===== config.mk =====
export PLATFORM = sky130hd
export DESIGN_NAME = aes_kat_sequencer
export DESIGN_NICKNAME = d
export VERILOG_FILES = /design/src/rtl/aes_kat_sequencer.sv
export SDC_FILE = /design/constraint.sdc
export NUM_CORES = 1
export LEC_CHECK = 0
export ABC_AREA = 1
export ABC_CLOCK_PERIOD_IN_PS = 12610
export BUFFER_PORTS_ARGS = -buffer_cell sky130_fd_sc_hd__buf_4
export CAP_MARGIN = 20
export CORE_MARGIN = 2
export CORE_UTILIZATION = 40
export DETAILED_ROUTE_END_ITERATION = 10
export PLACE_DENSITY = 0.68
export SLEW_MARGIN = 20
export SYNTH_ARGS = -nofsm -noshare
export SYNTH_HDL_FRONTEND = slang
export SYNTH_SLANG_ARGS = --single-unit

===== constraint.sdc =====
create_clock -name clk -period 12.61 [get_ports clk]
set_input_delay 1.261 -clock clk [delete_from_list [all_inputs] [get_ports clk]]
set_output_delay 1.261 -clock clk [all_outputs]
set_load 0.005 [all_outputs]

===== src/rtl/aes_kat_sequencer.sv =====
// aes_kat_sequencer: runs a KAT / side-channel sweep over the AES core.
// Steps the vector source, launches AES, and hands ciphertexts to the logger.
module aes_kat_sequencer #(
  parameter int TIMEOUT    = 1024,
  parameter int GAP_CYCLES = 16,
  parameter int TRIG_HOLD  = 4
) (
  input  logic         clk,
  input  logic         reset,
  input  logic         run,
  input  logic         abort,
  input  logic [7:0]   num_vectors,
  output logic         gen_clr,
  output logic         gen_ena,
  output logic         aes_start,
  input  logic         aes_done,
  input  logic [127:0] aes_ct,
  output logic         res_valid,
  input  logic         res_ready,
  output logic [127:0] res_data,
  output logic [6:0]   res_idx,
  output logic         trig,
  output logic         busy,
  output logic         done,
  output logic         timeout_err
);

  localparam int CW = $clog2(TIMEOUT + GAP_CYCLES + 2);
  localparam int TW = $clog2(TRIG_HOLD + 1);

  typedef enum logic [3:0] {
    IDLE, CLR, LOAD, SETTLE, START, WAIT, OUT, GAP, FIN
  } state_t;

  state_t        state, state_nx;
  logic [CW-1:0] cnt;
  logic [TW-1:0] tcnt;
  logic [6:0]    idx;
  logic [6:0]    last;
  logic          hs;
  logic          last_v;
  logic          wait_to;
  logic          gap_end;

  assign hs      = (state == OUT) && res_ready;
  assign last_v  = (idx == last);
  assign wait_to = (cnt == CW'(TIMEOUT - 1));
  assign gap_end = (cnt == CW'(GAP_CYCLES - 1));

  always_ff @(posedge clk or posedge reset) begin
    if (reset) state <= IDLE;
    else       state <= state_nx;
  end

  always_comb begin
    state_nx = state;
    unique case (state)
      IDLE:   if (run) state_nx = CLR;
      CLR:    state_nx = LOAD;
      LOAD:   state_nx = SETTLE;
      SETTLE: state_nx = START;
      START:  state_nx = WAIT;
      WAIT: begin
        if (aes_done)     state_nx = OUT;
        else if (wait_to) state_nx = FIN;
      end
      OUT: begin
        if (res_ready) begin
          if (last_v)               state_nx = FIN;
          else if (GAP_CYCLES == 0) state_nx = LOAD;
          else                      state_nx = GAP;
        end
      end
      GAP:    if (gap_end) state_nx = LOAD;
      FIN:    state_nx = IDLE;
      default: state_nx = IDLE;
    endcase
    if (abort) state_nx = IDLE;
  end

  always_comb begin
    gen_clr   = 1'b0;
    gen_ena   = 1'b0;
    aes_start = 1'b0;
    res_valid = 1'b0;
    done      = 1'b0;
    busy      = (state != IDLE);
    trig      = (state == START) || (tcnt != '0);
    unique case (state)
      CLR:     gen_clr   = 1'b1;
      LOAD:    gen_ena   = 1'b1;
      START:   aes_start = 1'b1;
      OUT:     res_valid = 1'b1;
      FIN:     done      = 1'b1;
      default: ;
    endcase
  end

  // cnt restarts on every state change; only WAIT and GAP look at it
  always_ff @(posedge clk or posedge reset) begin
    if (reset) begin
      cnt         <= '0;
      tcnt        <= '0;
      idx         <= '0;
      last        <= '0;
      res_data    <= '0;
      res_idx     <= '0;
      timeout_err <= 1'b0;
    end else begin
      cnt <= (state_nx == state) ? cnt + 1'b1 : '0;
      if (abort)
        tcnt <= '0;
      else if (state == START)
        tcnt <= TW'(TRIG_HOLD - 1);
      else if (tcnt != '0)
        tcnt <= tcnt - 1'b1;
      if (!abort) begin
        if (state == IDLE && run) begin
          idx         <= '0;
          timeout_err <= 1'b0;
          if (num_vectors == 8'd0 || num_vectors > 8'd128)
            last <= 7'd127;
          else
            last <= 7'(num_vectors - 8'd1);
        end
        if (state == WAIT && aes_done) begin
          res_data <= aes_ct;
          res_idx  <= idx;
        end
        if (state == WAIT && !aes_done && wait_to)
          timeout_err <= 1'b1;
        if (hs && !last_v)
          idx <= idx + 1'b1;
      end
    end
  end

endmodule

## Word level (Yosys, flattened, before mapping)

Cells that the tools add are included.

- $add $sub $neg: 4
- Multiplexer cells: 22
- Reduce and logical (&&, ||, !) cells: 21
- $lt $le $gt $ge: 1
- Bitwise logic cells: 1
- Eq/ne operators: 12

Operators by type and width:

| cell | number |
|---|---|
| 4-bit one-hot mux with 8 select lines | 1 |
| 4-bit two-way mux | 7 |
| 7-bit two-way mux | 3 |
| 4-bit by 3-bit equality test with 1-bit output, second input constant | 4 |
| 11-bit by 1-bit adder with 11-bit output, second input constant | 1 |
| 11-bit by 10-bit equality test with 1-bit output, second input constant | 1 |
| 11-bit by 4-bit equality test with 1-bit output, second input constant | 1 |
| 11-bit two-way mux | 1 |
| 3-bit two-way mux | 3 |
| 4-bit by 2-bit equality test with 1-bit output, second input constant | 2 |
| 8-bit > comparator, second input constant | 1 |
| 8-bit zero test | 1 |
| 2-bit AND reduction | 4 |
| 7-bit by 1-bit adder with 7-bit output, second input constant | 1 |
| 7-bit equality test | 1 |
| 1-bit two-way mux | 7 |
| 7-bit by 1-bit subtractor with 7-bit output, second input constant | 1 |
| 1-bit logical AND | 6 |
| 3-bit nonzero test | 2 |
| 4-bit by 1-bit equality test with 1-bit output, second input constant | 1 |
| 4-bit equality test | 1 |
| 4-bit equality test, second input constant | 1 |
| 4-bit zero test | 1 |
| 2-bit nonzero test | 2 |
| other kinds (5) | 7 |

- Output and inout port bits: 143
- Logic and storage cells: 69
- Register bits: 168
- Input port bits: 142

## Depth between registers and ports, before layout

Gate-level depths: netlist (run 1).

- Depth in word-level cells: 7
- Gate-level depth with buffers: 14
- Mapped depth without buffers: 13

## Worst setup path before layout (run 1)

No wires, ideal clock.

- Kind: in2reg
- Start point: input port abort
- End point: register res_data[0]
- Path slack: 10080 ps
- Setup time: 125 ps
- Arrival time: 2405 ps
- Stages on the path: 6
- Data required time: 12485 ps
- Cells stage by stage: clkbuf_2 inv_1 nand3_2 buf_2 buf_2 mux2_2

- Cells in the longest elaborated chain, start to end: 2

Ends and longest elaborated chain:

| item | RTL line | source |
|---|---|---|
| start, declared | 11 | `input logic abort,` |
| 1-bit NOT (no line) | -- |  |
| 2-bit AND reduction (no line) | -- |  |
| end signal, assigned | 127 | `res_data <= aes_ct;` |
| end, declared | 20 | `output logic [127:0] res_data,` |

No other way between the ends.
A chain may end at the register's enable or synchronous reset.

## Worst setup path in the final report (run 1)

- Start point: input port abort
- End point: register res_data[9]

The elaborated chain is that of the path after synthesis.

==> summary.md, run 1 <==
| Metric | Value |
|---|---|
| Gate Count Post-Synth | `552` |
| Max-slew violations | `0` |
| Clock root buffer | `clkbuf_16` |
| Period utilization | `25.72%` |
| Asr flop ratio synth | `100.0%` |
| Final instance area | `approximately 0.01 mm2` |
| DR vias | `roughly 5.2k` |
| Initial core utilization | `about two fifths` |
| Clk pwr share | `about 34%` |
| Final setup viols | `0` |
| Crit path max-delay cell type | `buf_4` |
| Worst Hold Path EP | `cnt[0]$_DFF_PP0_` |
| VDD IR max | `99.32 uV` |
| GPL Wtd Cong | `between 0.8 and 0.9` |
| Mean Syn Cell Area | `roughly 13 um2` |
| Min-delay src | `cnt[0]$_DFF_PP0_` |
| Post-Syn Nets | `700` |
| Rows | `between 40 and 50` |
| CTS Hold Bufs | `0` |
| Synth top area share | `60.03%` |
| CP delay by family, top | `buffers and inverters` |
| Hold Path Class | `flip-flop to flip-flop` |
| # placed instances | `approximately 1.0k` |
| Status | `finished, final reports clean` |
| Initial DRC count | `approximately 240` |
| Number of antenna violations at the first check in global routing | `0` |
| Max_cap viols | `0` |
| Area grow syn2layout | `42.81%` |
| Sequential fraction of the synthesis area | `60.03%` |
| Total Wirelength | `19020 um` |
| Critical Path AT | `3.54 ns` |
| RSZ-0062 raised after global routing | `false` |
| Crit path largest cell delay | `~0.81 ns` |
| Nets | `about 990` |
| Io pins | `roughly 290` |
| Worst-Margin Slew | `just under 1 ns` |
| Non-filler cells, final | `1076` |
| Worst setup margin | `approximately 9.4 ns` |
| First-pass GRT wire length | `28370 um` |
| Post-DR vias/cell | `approximately 4.9` |
| Die width | `between 100 and 150 um` |
| Pre-CTS setup slack | `approximately 8.9 ns` |
| Largest net degree at the start of global routing | `95` |
| Most common cell in the netlist | `dfrtp_1` |
| Final ANT Viol Nets | `0` |
| Synth warn | `0` |
| Port Buffer Count | `about 280` |
| Post-CTS resize count | `0` |
| Reg2Reg Depth | `6` |
| EDFF count, synth | `0` |
| CP required | `about 13 ns` |
| Clock Path Buffers | `2` |
| Top cell by count, worst path | `buf_4` |
| Unique cell type count in the Yosys netlist | `36` |
| Total Routing Usage GR | `about a fifth` |
| Worst Skew | `roughly 0.0085 ns` |
| R2r setup slk | `just under 10 ns` |
| CP Capture Type | `flip-flop` |
| Final Util | `58.22%` |
| Fmax | `between 300 and 400 MHz` |
| Clk sinks | `around 170` |
| Die footprint | `~0.019 mm2` |
| Min cycle time layout | `roughly 3.2 ns` |
| Synth Flop Type | `dfrtp_1` |
| Mapped Area | `between 0.007 and 0.008 mm2` |
| Share of cells above drive strength 1 | `56.52%` |
| Postcts setup bufs | `0` |
| P per Cell Area | `169.9 mW/mm2` |
| H-tree Lvls | `4` |
| Core ar. | `0.01718 mm2` |
| NetSw | `~0.45 mW` |
| WL per Instance | `17.68 um` |
| DPL Wire Length | `~15000 um` |
| Worst r2r dst | `res_data[9]$_DFFE_PP0P_` |
| Seq pwr share | `41.5%` |
| Ant. Diodes | `0` |
| Number of buffers and inverters on the critical path | `3` |
| Vias in the first global route | `approximately 5.4k` |
| Synth top area cells | `dfrtp_1 60%, mux2_2 21%, nand2_1 3.2%, inv_1 2.0%, xor2_1 1.5%` |
| CP Class | `input port to flip-flop` |
| Crit-path cells | `buf_4 -> inv_1 -> nand3_4 -> buf_4 -> mux2_2` |
| Placed cell area | `slightly above 0.009 mm2` |
| RR Startpoint | `state[1]$_DFF_PP0_` |
| CTS tree | `yes` |
| Slew HR | `34.00%` |
| CTS buffer count | `17` |
| Worst-Skew Late Latency | `around 0.42 ns` |
| Top cells by count, synth | `168 x dfrtp_1, 129 x mux2_2, 59 x nand2_1` |
| Critical Path Start Type | `input port` |
| Clk slew on worst S/H paths | `about 0.060 ns` |
| Die height | `between 100 and 150 um` |
| Synthesized flop and latch total | `roughly 170` |
| Area leader, netlist | `dfrtp_1` |
| Setup TNS | `0 ns` |
| CP Max Fanout | `73` |
| Grt ovf | `0` |
| Final Hold Vio Count | `0` |
| Hold Crit Depth | `1` |
| DRC viols | `0` |
| Leakage power | `approximately 5.4 nW` |
| Gate power share | `~25%` |
| Int Power | `1.245 mW` |
| Pre-Repair DR Iteration Count | `4` |
| Sw Share | `about a quarter` |
cell usage in the layout (no fill, tap or decap), types with 5 or more instances in the layout:
cell type and instances:
bufinv_16 5, nand2_1 59, a21oi_1 6, xor2_1 12, o21ai_0 15, nand4_1 9
ha_1 6, nor2_1 19, inv_6 5, inv_1 36, buf_4 286, nor2_2 13
clkbuf_16 17, dfrtp_1 168, inv_2 6, nand3_1 18, mux2_2 129, nor3_1 5
through the flow:
step,total power [mW],hold WS [ns]
2_1_floorplan,0.8974,0.4421
3_3_place_gp,1.117,0.4600
3_5_place_dp,1.140,0.4778
4_1_cts,1.718,0.4924
5_1_grt,1.782,0.5047
6_report,1.699,0.4872
final cells by class:
cell class / count / area [um2]
Fill cell: 1464 / 7176
Sequential cell: 168 / 4204
Multi-Input combinational cell: 322 / 2542
Timing Repair Buffer: 286 / 2147
Clock buffer: 18 / 439.2
Tap cell: 225 / 281.5
Clock inverter: 13 / 215.2
Inverter: 44 / 171.4
logic make-up after synthesis:
group | count (synthesis) | share of synthesized area (%)
adders and majority gates | 6 | 1.072
muxes | 129 | 20.74
buffers and inverters | 62 | 3.770
AOI/OAI and AO/OA | 33 | 3.002
xor gates and xnor gates | 15 | 1.876
and+or+nand+nor | 139 | 9.505
DFF | 168 | 60.03
power groups by stage:
stage                     sequential, mW  clock [mW]  combinational [mW]
after floorplan                    0.713           0               0.185
after global placement             0.710           0               0.408
after detailed placement           0.715           0               0.425
after CTS                          0.705       0.585               0.427
after global routing               0.717       0.609               0.456
final                              0.705       0.576               0.418
routing by layer:
layer | global-route usage (%) | vias up | share of wire, %
met3 | 5.556 | 30 | 5.9
met2 | 37.77 | 177 | 54
li1 | - | 2436 | -
met5 | 0 | - | 0
met1 | 21.91 | 2582 | 38
met4 | 6.539 | 0 | 2.4
registers in the layout, indices dropped and copies added, names as in the netlist:
name,cells
res_idx,7
tcnt,3
cnt,11
state,4
timeout_err,1
last,7
res_data,128
idx,7
worst max path at each step:
stage	start	to	slack [ns]	depth (start not counted)
floorplan	reset	cnt[0]$_DFF_PP0_	6.80	1
global placement	abort	res_data[91]$_DFFE_PP0P_	8.96	5
detailed placement	abort	res_data[14]$_DFFE_PP0P_	8.87	5
CTS	abort	res_data[9]$_DFFE_PP0P_	9.32	5
global route	abort	res_data[87]$_DFFE_PP0P_	9.15	5
finish	abort	res_data[9]$_DFFE_PP0P_	9.37	5
(Power assumes the default switching activity.)
==> run 2, diff against run 1 <==
- ABC_AREA: 1 -> 0
- ABC_CLOCK_PERIOD_IN_PS: 12610 -> 3140
- clock period: 12.61 -> 3.14 ns (I/O delays scaled with it)
==> summary.md, run 2 <==
| Metric | Value |
|---|---|
| Worst Skew | `roughly 0.0057 ns` |
| DR vias | `about 5.0k` |
| P per Cell Area | `around 650 mW/mm2` |
| Io pins | `about 290` |
| Post-CTS resize count | `0` |
| Clock root buffer | `clkbuf_16` |
| Total Routing Usage GR | `between 15 and 20%` |
| Final instance area | `around 0.01 mm2` |
| Number of antenna violations at the first check in global routing | `0` |
| Most frequent cells in the layout | `288 x buf_4, 168 x dfrtp_1, 136 x mux2_2` |
| Pre-Repair DR Iteration Count | `4` |
| Critical Path AT | `2.76 ns` |
| Final setup viols | `0` |
| Port Buffer Count | `around 280` |
| Largest net degree at the start of global routing | `92` |
| Clk slew on worst S/H paths | `0.07 ns` |
| Largest registers | `res_data (128), cnt (11)` |
| Critical Path Start Type | `flip-flop` |
| Placed cell area | `around 0.0094 mm2` |
| Register bank with the most flops | `res_data` |
| Worst-Margin Slew | `just over 0.8 ns` |
| Clk sinks | `168` |
| Status | `finished, final reports clean` |
| Share of cells above drive strength 1 | `between 60% and 70%` |
| Area grow syn2layout | `43.47%` |
| Grt ovf | `0` |
| Mean Syn Cell Area | `14.05 um2` |
| CP Class | `flip-flop to flip-flop` |
| Die height | `136.3 um` |
| Synthesized flop and latch total | `approximately 170` |
| H-tree Lvls | `4` |
| Rows | `48` |
| Min cycle time layout | `approximately 2.5 ns` |
| Fmax | `roughly 400 MHz` |
| Post-DR vias/cell | `~4.9` |
| GPL Wtd Cong | `0.8756` |
| Slew HR | `between 40% and 50%` |
| Nets | `around 940` |
| WL per Instance | `between 15 and 20 um` |
| Sequential fraction of the synthesis area | `between 60 and 70%` |
| Vias in the first global route | `4992` |
| Period utilization | `79.42%` |
| Die width | `136.3 um` |
| Asr flop ratio synth | `between 90% and 100%` |
| Clock Path Buffers | `2` |
| Synth top area share | `60.06%` |
| Initial DRC count | `between 200 and 250` |
| Final Hold Vio Count | `0` |
| Leakage power | `roughly 5.2 nW` |
| Unique cell type count in the Yosys netlist | `between 50 and 60` |
| DRC viols | `0` |
| Worst-Skew Late Latency | `approximately 0.41 ns` |
| Initial core utilization | `between 40 and 50%` |
| RSZ-0062 raised after global routing | `false` |
| Die footprint | `~0.019 mm2` |
| Core ar. | `around 0.017 mm2` |
| Max reg flops | `128` |
| Most common cell in the netlist | `dfrtp_1` |
| Synth top area cells | `dfrtp_1 60%, mux2_2 22%, xor2_1 2.3%, nor2_1 1.4%, buf_2 1.1%` |
| CTS tree | `yes` |
| Postcts setup bufs | `0` |
| CTS Hold Bufs | `0` |
| CP required | `around 3.4 ns` |
| Commonest non-fill, non-tap cell in the layout | `buf_4` |
| Synth warn | `0` |
| VDD IR max | `about 390 uV` |
| Hold Path Class | `input port to asynchronous set/reset pin` |
| Final Util | `around 58%` |
| CP Max Fanout | `11` |
| Mapped Area | `roughly 0.0070 mm2` |
| Max-slew violations | `0` |
| DPL Wire Length | `roughly 14000 um` |
| CP Capture Type | `flip-flop` |
| First-pass GRT wire length | `27170 um` |
| Post-Syn Nets | `646` |
| Max_cap viols | `0` |
| Gate Count Post-Synth | `roughly 500` |
| Total Wirelength | `18090 um` |
| WL met1 | `approximately 7000 um` |
| Pwr Total | `around 6.5 mW` |
| EDFF count, synth | `0` |
| Ant. Diodes | `0` |
| Final ANT Viol Nets | `0` |
| Setup TNS | `0 ns` |
| DR WL met2 | `about 9000 um` |
| Area leader, netlist | `dfrtp_1` |
| CTS buffer count | `17` |
| Top cells by count, synth | `168 x dfrtp_1, 136 x mux2_2, 26 x nor2_1` |
| Routed wire length on met3 | `around 1200 um` |
| Synth Flop Type | `dfrtp_1` |
| Top sig layer | `met4` |
[run 2: cell types whose count changed in the layout (fill, tap and decap cells not counted), sizes merged, moves of 6 or more]
cell   previous run  this run
xor2             12        18
o21ai            17         5
inv              47        16
nand2            63        16
mux2            129       136
nand3            20         6
[run 2: where the power goes]
| group | switching, mW | internal, mW |
|---|---|---|
| clock network | 0.899 | 1.36 |
| logic | 0.599 | 0.889 |
| registers | 0.223 | 2.54 |
| total | 1.72 | 4.79 |
[run 2: final cells by class]
class                           count  area (um2)
Inverter                           10       41.29
Tap cell                          225       281.5
Timing Repair Buffer              291        2222
Fill cell                        1385        7134
Sequential cell                   168        4204
Multi-Input combinational cell    299        2654
Clock inverter                     14       210.2
Clock buffer                       18       429.2
[run 2: logic make-up after synthesis]
kind of cell | share of synthesized area [%]
simple gates | 7.901
compound gates | 3.754
buf+inv | 2.091
xor+xnor | 3.236
fa+ha+maj | 1.073
flops | 60.06
mux | 21.88
[run 2: routing by layer]
metal  vias up  track usage [%]
met2       191            32.97
met3        45            5.518
met5         -                0
li1       2338                -
met1      2461            22.15
met4         0            9.954
[run 2: final timing paths]
check                                 start                       end  slack (ns)  cells past startpoint
max                        cnt[4]$_DFF_PP0_          cnt[5]$_DFF_PP0_        0.65                      6
min                                   reset   res_data[1]$_DFFE_PP0P_        0.02                      2
max reg2reg                cnt[4]$_DFF_PP0_          cnt[5]$_DFF_PP0_        0.65                      6
min reg2reg                cnt[0]$_DFF_PP0_          cnt[0]$_DFF_PP0_        0.49                      1
max in group asynchronous             reset  res_data[69]$_DFFE_PP0P_        2.28                      3
min in group clk             num_vectors[0]       last[0]$_DFFE_PP0P_        0.09                      2
[run 2: critical path, cell delays in order (launching register included)]
cell and delay (ns):
dfrtp_1 0.42, or4_1 0.55, o311ai_2 0.29, a21boi_1 0.23, nand2_1 0.08, o211ai_2 0.66
nor3_1 0.10
[run 2: stage by stage]
step,worst slack [ns],hold slack [ns],instances
floorplan,0.6853,0.3987,498
global placement,0.7229,0.4708,993
detailed placement,0.7027,0.4803,993
CTS,0.6550,0.02221,1025
global route,0.4979,0.06041,1025
finish,0.6463,0.02496,1025
==> run 3, diff against run 2 <==
- ABC_CLOCK_PERIOD_IN_PS: 3140 -> 2040
- PLACE_DENSITY: 0.68 -> 0.71
- clock period: 3.14 -> 2.04 ns (I/O delays scaled with it)
==> summary.md, run 3 (synthesized netlist as in run 2, its figures left out) <==
| Metric | Value |
|---|---|
| Period utilization | `100.9%` |
| Area grow syn2layout | `49.88%` |
| Reg2Reg Depth | `7` |
| CTS tree | `yes` |
| H-tree Lvls | `4` |
| GR peak layer | `met2` |
| CTS buffer count | `17` |
| Fmax | `approximately 500 MHz` |
| Ant. Diodes | `0` |
| Total Routing Usage GR | `approximately a fifth` |
| Worst Skew | `between 0.007 and 0.008 ns` |
| Clk sinks | `around 170` |
| Status | `complete, but fails checks` |
| Final setup viols | `7` |
| Met2 usage | `34.37%` |
| Worst r2r dst | `cnt[5]$_DFF_PP0_` |
| Initial core utilization | `around two fifths` |
| Grt ovf | `0` |
| Slew HR | `67.21%` |
| WL per Instance | `~17 um` |
| Largest net degree at the start of global routing | `94` |
| Min cycle time layout | `2.058 ns` |
| Gate power share | `24.2%` |
| CP Class | `flip-flop to flip-flop` |
| Seq pwr share | `between 40% and 50%` |
| Worst setup margin | `-0.01782 ns` |
| RSZ-0062 raised after global routing | `true` |
| Crit path depth | `7` |
| First-pass GRT wire length | `about 27000 um` |
| Commonest non-fill, non-tap cell in the layout | `buf_4` |
| Die width | `around 140 um` |
| DR vias | `between 5k and 6k` |
| Max_cap viols | `0` |
| CP Capture Type | `flip-flop` |
| Non-filler cells, final | `roughly 1.1k` |
| R2r setup slk | `-0.02 ns` |
| Failing checks | `setup timing` |
| CP Max Fanout | `5` |
| Crit path max-delay cell type | `nor4_4` |
| Register bank with the most flops | `res_data` |
| Critical Path Start Type | `flip-flop` |
| DPL Wire Length | `approximately 14000 um` |
| Hold Path Class | `input port to flip-flop` |
| Setup TNS | `-0.03280 ns` |
| Crit-path cells | `xor2_1 -> nor4_4 -> a41oi_4 -> o311ai_2 -> o211ai_2 -> buf_4 -> nor3_1` |
| Io pins | `around 290` |
| Core ar. | `approximately 0.017 mm2` |
| Clk pwr share | `33.0%` |
| Sw Share | `around a quarter` |
| Final ANT Viol Nets | `0` |
| VDD IR max | `approximately 570 uV` |
| Final Hold Vio Count | `0` |
| Rows | `48` |
| Max-slew violations | `0` |
| Clk slew on worst S/H paths | `about 0.070 ns` |
| CP endpoint | `cnt[5]$_DFF_PP0_` |
| Die height | `between 100 and 150 um` |
| Die footprint | `between 0.015 and 0.02 mm2` |
| Clock root buffer | `clkbuf_16` |
| Post-DR vias/cell | `roughly 4.9` |
| GPL Wtd Cong | `slightly above 0.8` |
| Max reg flops | `approximately 130` |
| Crit path largest cell delay | `about 0.4 ns` |
| M3 GR Usage | `about 5.1%` |
| Int Power | `about 7.4 mW` |
| Leakage power | `approximately 5.5 nW` |
| Port Buffer Count | `around 280` |
| Number of buffers and inverters on the critical path | `1` |
| Grt met1 use | `roughly 22%` |
| Most frequent cells in the layout | `316 x buf_4, 168 x dfrtp_1, 136 x mux2_2` |
| DRC viols | `0` |
| Pre-Repair DR Iteration Count | `4` |
| Placed cell area | `approximately 0.0097 mm2` |
| CP delay by family, top | `compound AO/OA/AOI/OAI gates` |
| CP required | `2.37 ns` |
| Worst Setup SP | `last[3]$_DFFE_PP0P_` |
| Final instance area | `roughly 0.010 mm2` |
| Nets | `roughly 1000` |
| Critical Path AT | `around 2.4 ns` |
| Worst-Margin Slew | `approximately 0.5 ns` |
| NetSw | `about 2.6 mW` |
| Number of antenna violations at the first check in global routing | `0` |
| RR Startpoint | `last[3]$_DFFE_PP0P_` |
| Worst hold slack | `about 0.019 ns` |
| # placed instances | `about 1.0k` |
| Largest registers | `res_data (128), cnt (11)` |
| Vias in the first global route | `5305` |
| P per Cell Area | `between 900 and 1000 mW/mm2` |
| Initial DRC count | `roughly 200` |
| Share of cells above drive strength 1 | `roughly 60%` |
| Clock Path Buffers | `2` |
| Worst-Skew Late Latency | `around 0.42 ns` |
| Total Wirelength | `approximately 18000 um` |
==> run 3: power by group through the flow <==
stage,Clock [mW],Combinational (mW),Sequential (mW)
floorplan,0,1.00,4.31
global placement,0,2.31,4.28
detailed placement,0,2.39,4.33
CTS,3.37,2.43,4.26
global route,3.53,2.60,4.33
finish,3.29,2.41,4.26
==> run 3: worst register-to-register path, stage by stage, from the launching register on <==
cell	delay, ns
dfrtp_1	0.39
xor2_1	0.19
nor4_4	0.40
a41oi_4	0.22
o311ai_2	0.30
o211ai_2	0.18
buf_4	0.16
nor3_1	0.15
==> run 3: per-layer routing <==
layer	vias to the layer above	share of wire, %	wire length [um]
met3	26	6.2	1109
met2	173	53	9554
met5	-	0	0
met1	2593	38	6811
met4	0	2.2	384
li1	2444	-	-
==> run 3: worst min path at each step <==
| stage | start | endpoint | slack (ns) | depth (start not counted) |
|---|---|---|---|---|
| 2_1_floorplan | num_vectors[0] | last[0]$_DFFE_PP0P_ | 0.29 | 1 |
| 3_3_place_gp | reset | res_data[121]$_DFFE_PP0P_ | 0.38 | 3 |
| 3_5_place_dp | reset | res_data[120]$_DFFE_PP0P_ | 0.40 | 3 |
| 4_1_cts | aes_ct[58] | res_data[58]$_DFFE_PP0P_ | 0.0002 | 2 |
| 5_1_grt | aes_ct[70] | res_data[70]$_DFFE_PP0P_ | 0.0006 | 2 |
| 6_report | aes_ct[82] | res_data[82]$_DFFE_PP0P_ | 0.02 | 2 |
==> run 3: final cells by class <==
type / instances / area (um2)
clock buffer: 19 / 442.9
clock inverter: 13 / 166.4
fill: 1349 / 6686
inverter: 10 / 41.29
multi-input combinational: 299 / 2671
sequential: 168 / 4204
tap: 225 / 281.5
timing repair buffer: 341 / 2683
==> run 3: timing repair <==
action / CTS / global route
endpoints found under the setup margin: 10 / 11
setup buffers: 1 / 0
gates resized for setup: 3 / 0
hold endpoints to repair: 136 / 11
pin swaps: 3 / 1
hold buffers: 8 / 11
==> run 3: per-stage QoR <==
stage / power (mW) / setup WS (ns) / utilization, %
detailed placement: 6.715 / -0.08556 / 56.27
global route: 10.46 / -0.1079 / 61.07
floorplan: 5.314 / -0.3047 / -
global placement: 6.596 / -0.02769 / 56.27
CTS: 10.06 / -0.03704 / 60.43
finish: 9.959 / -0.01782 / 61.07
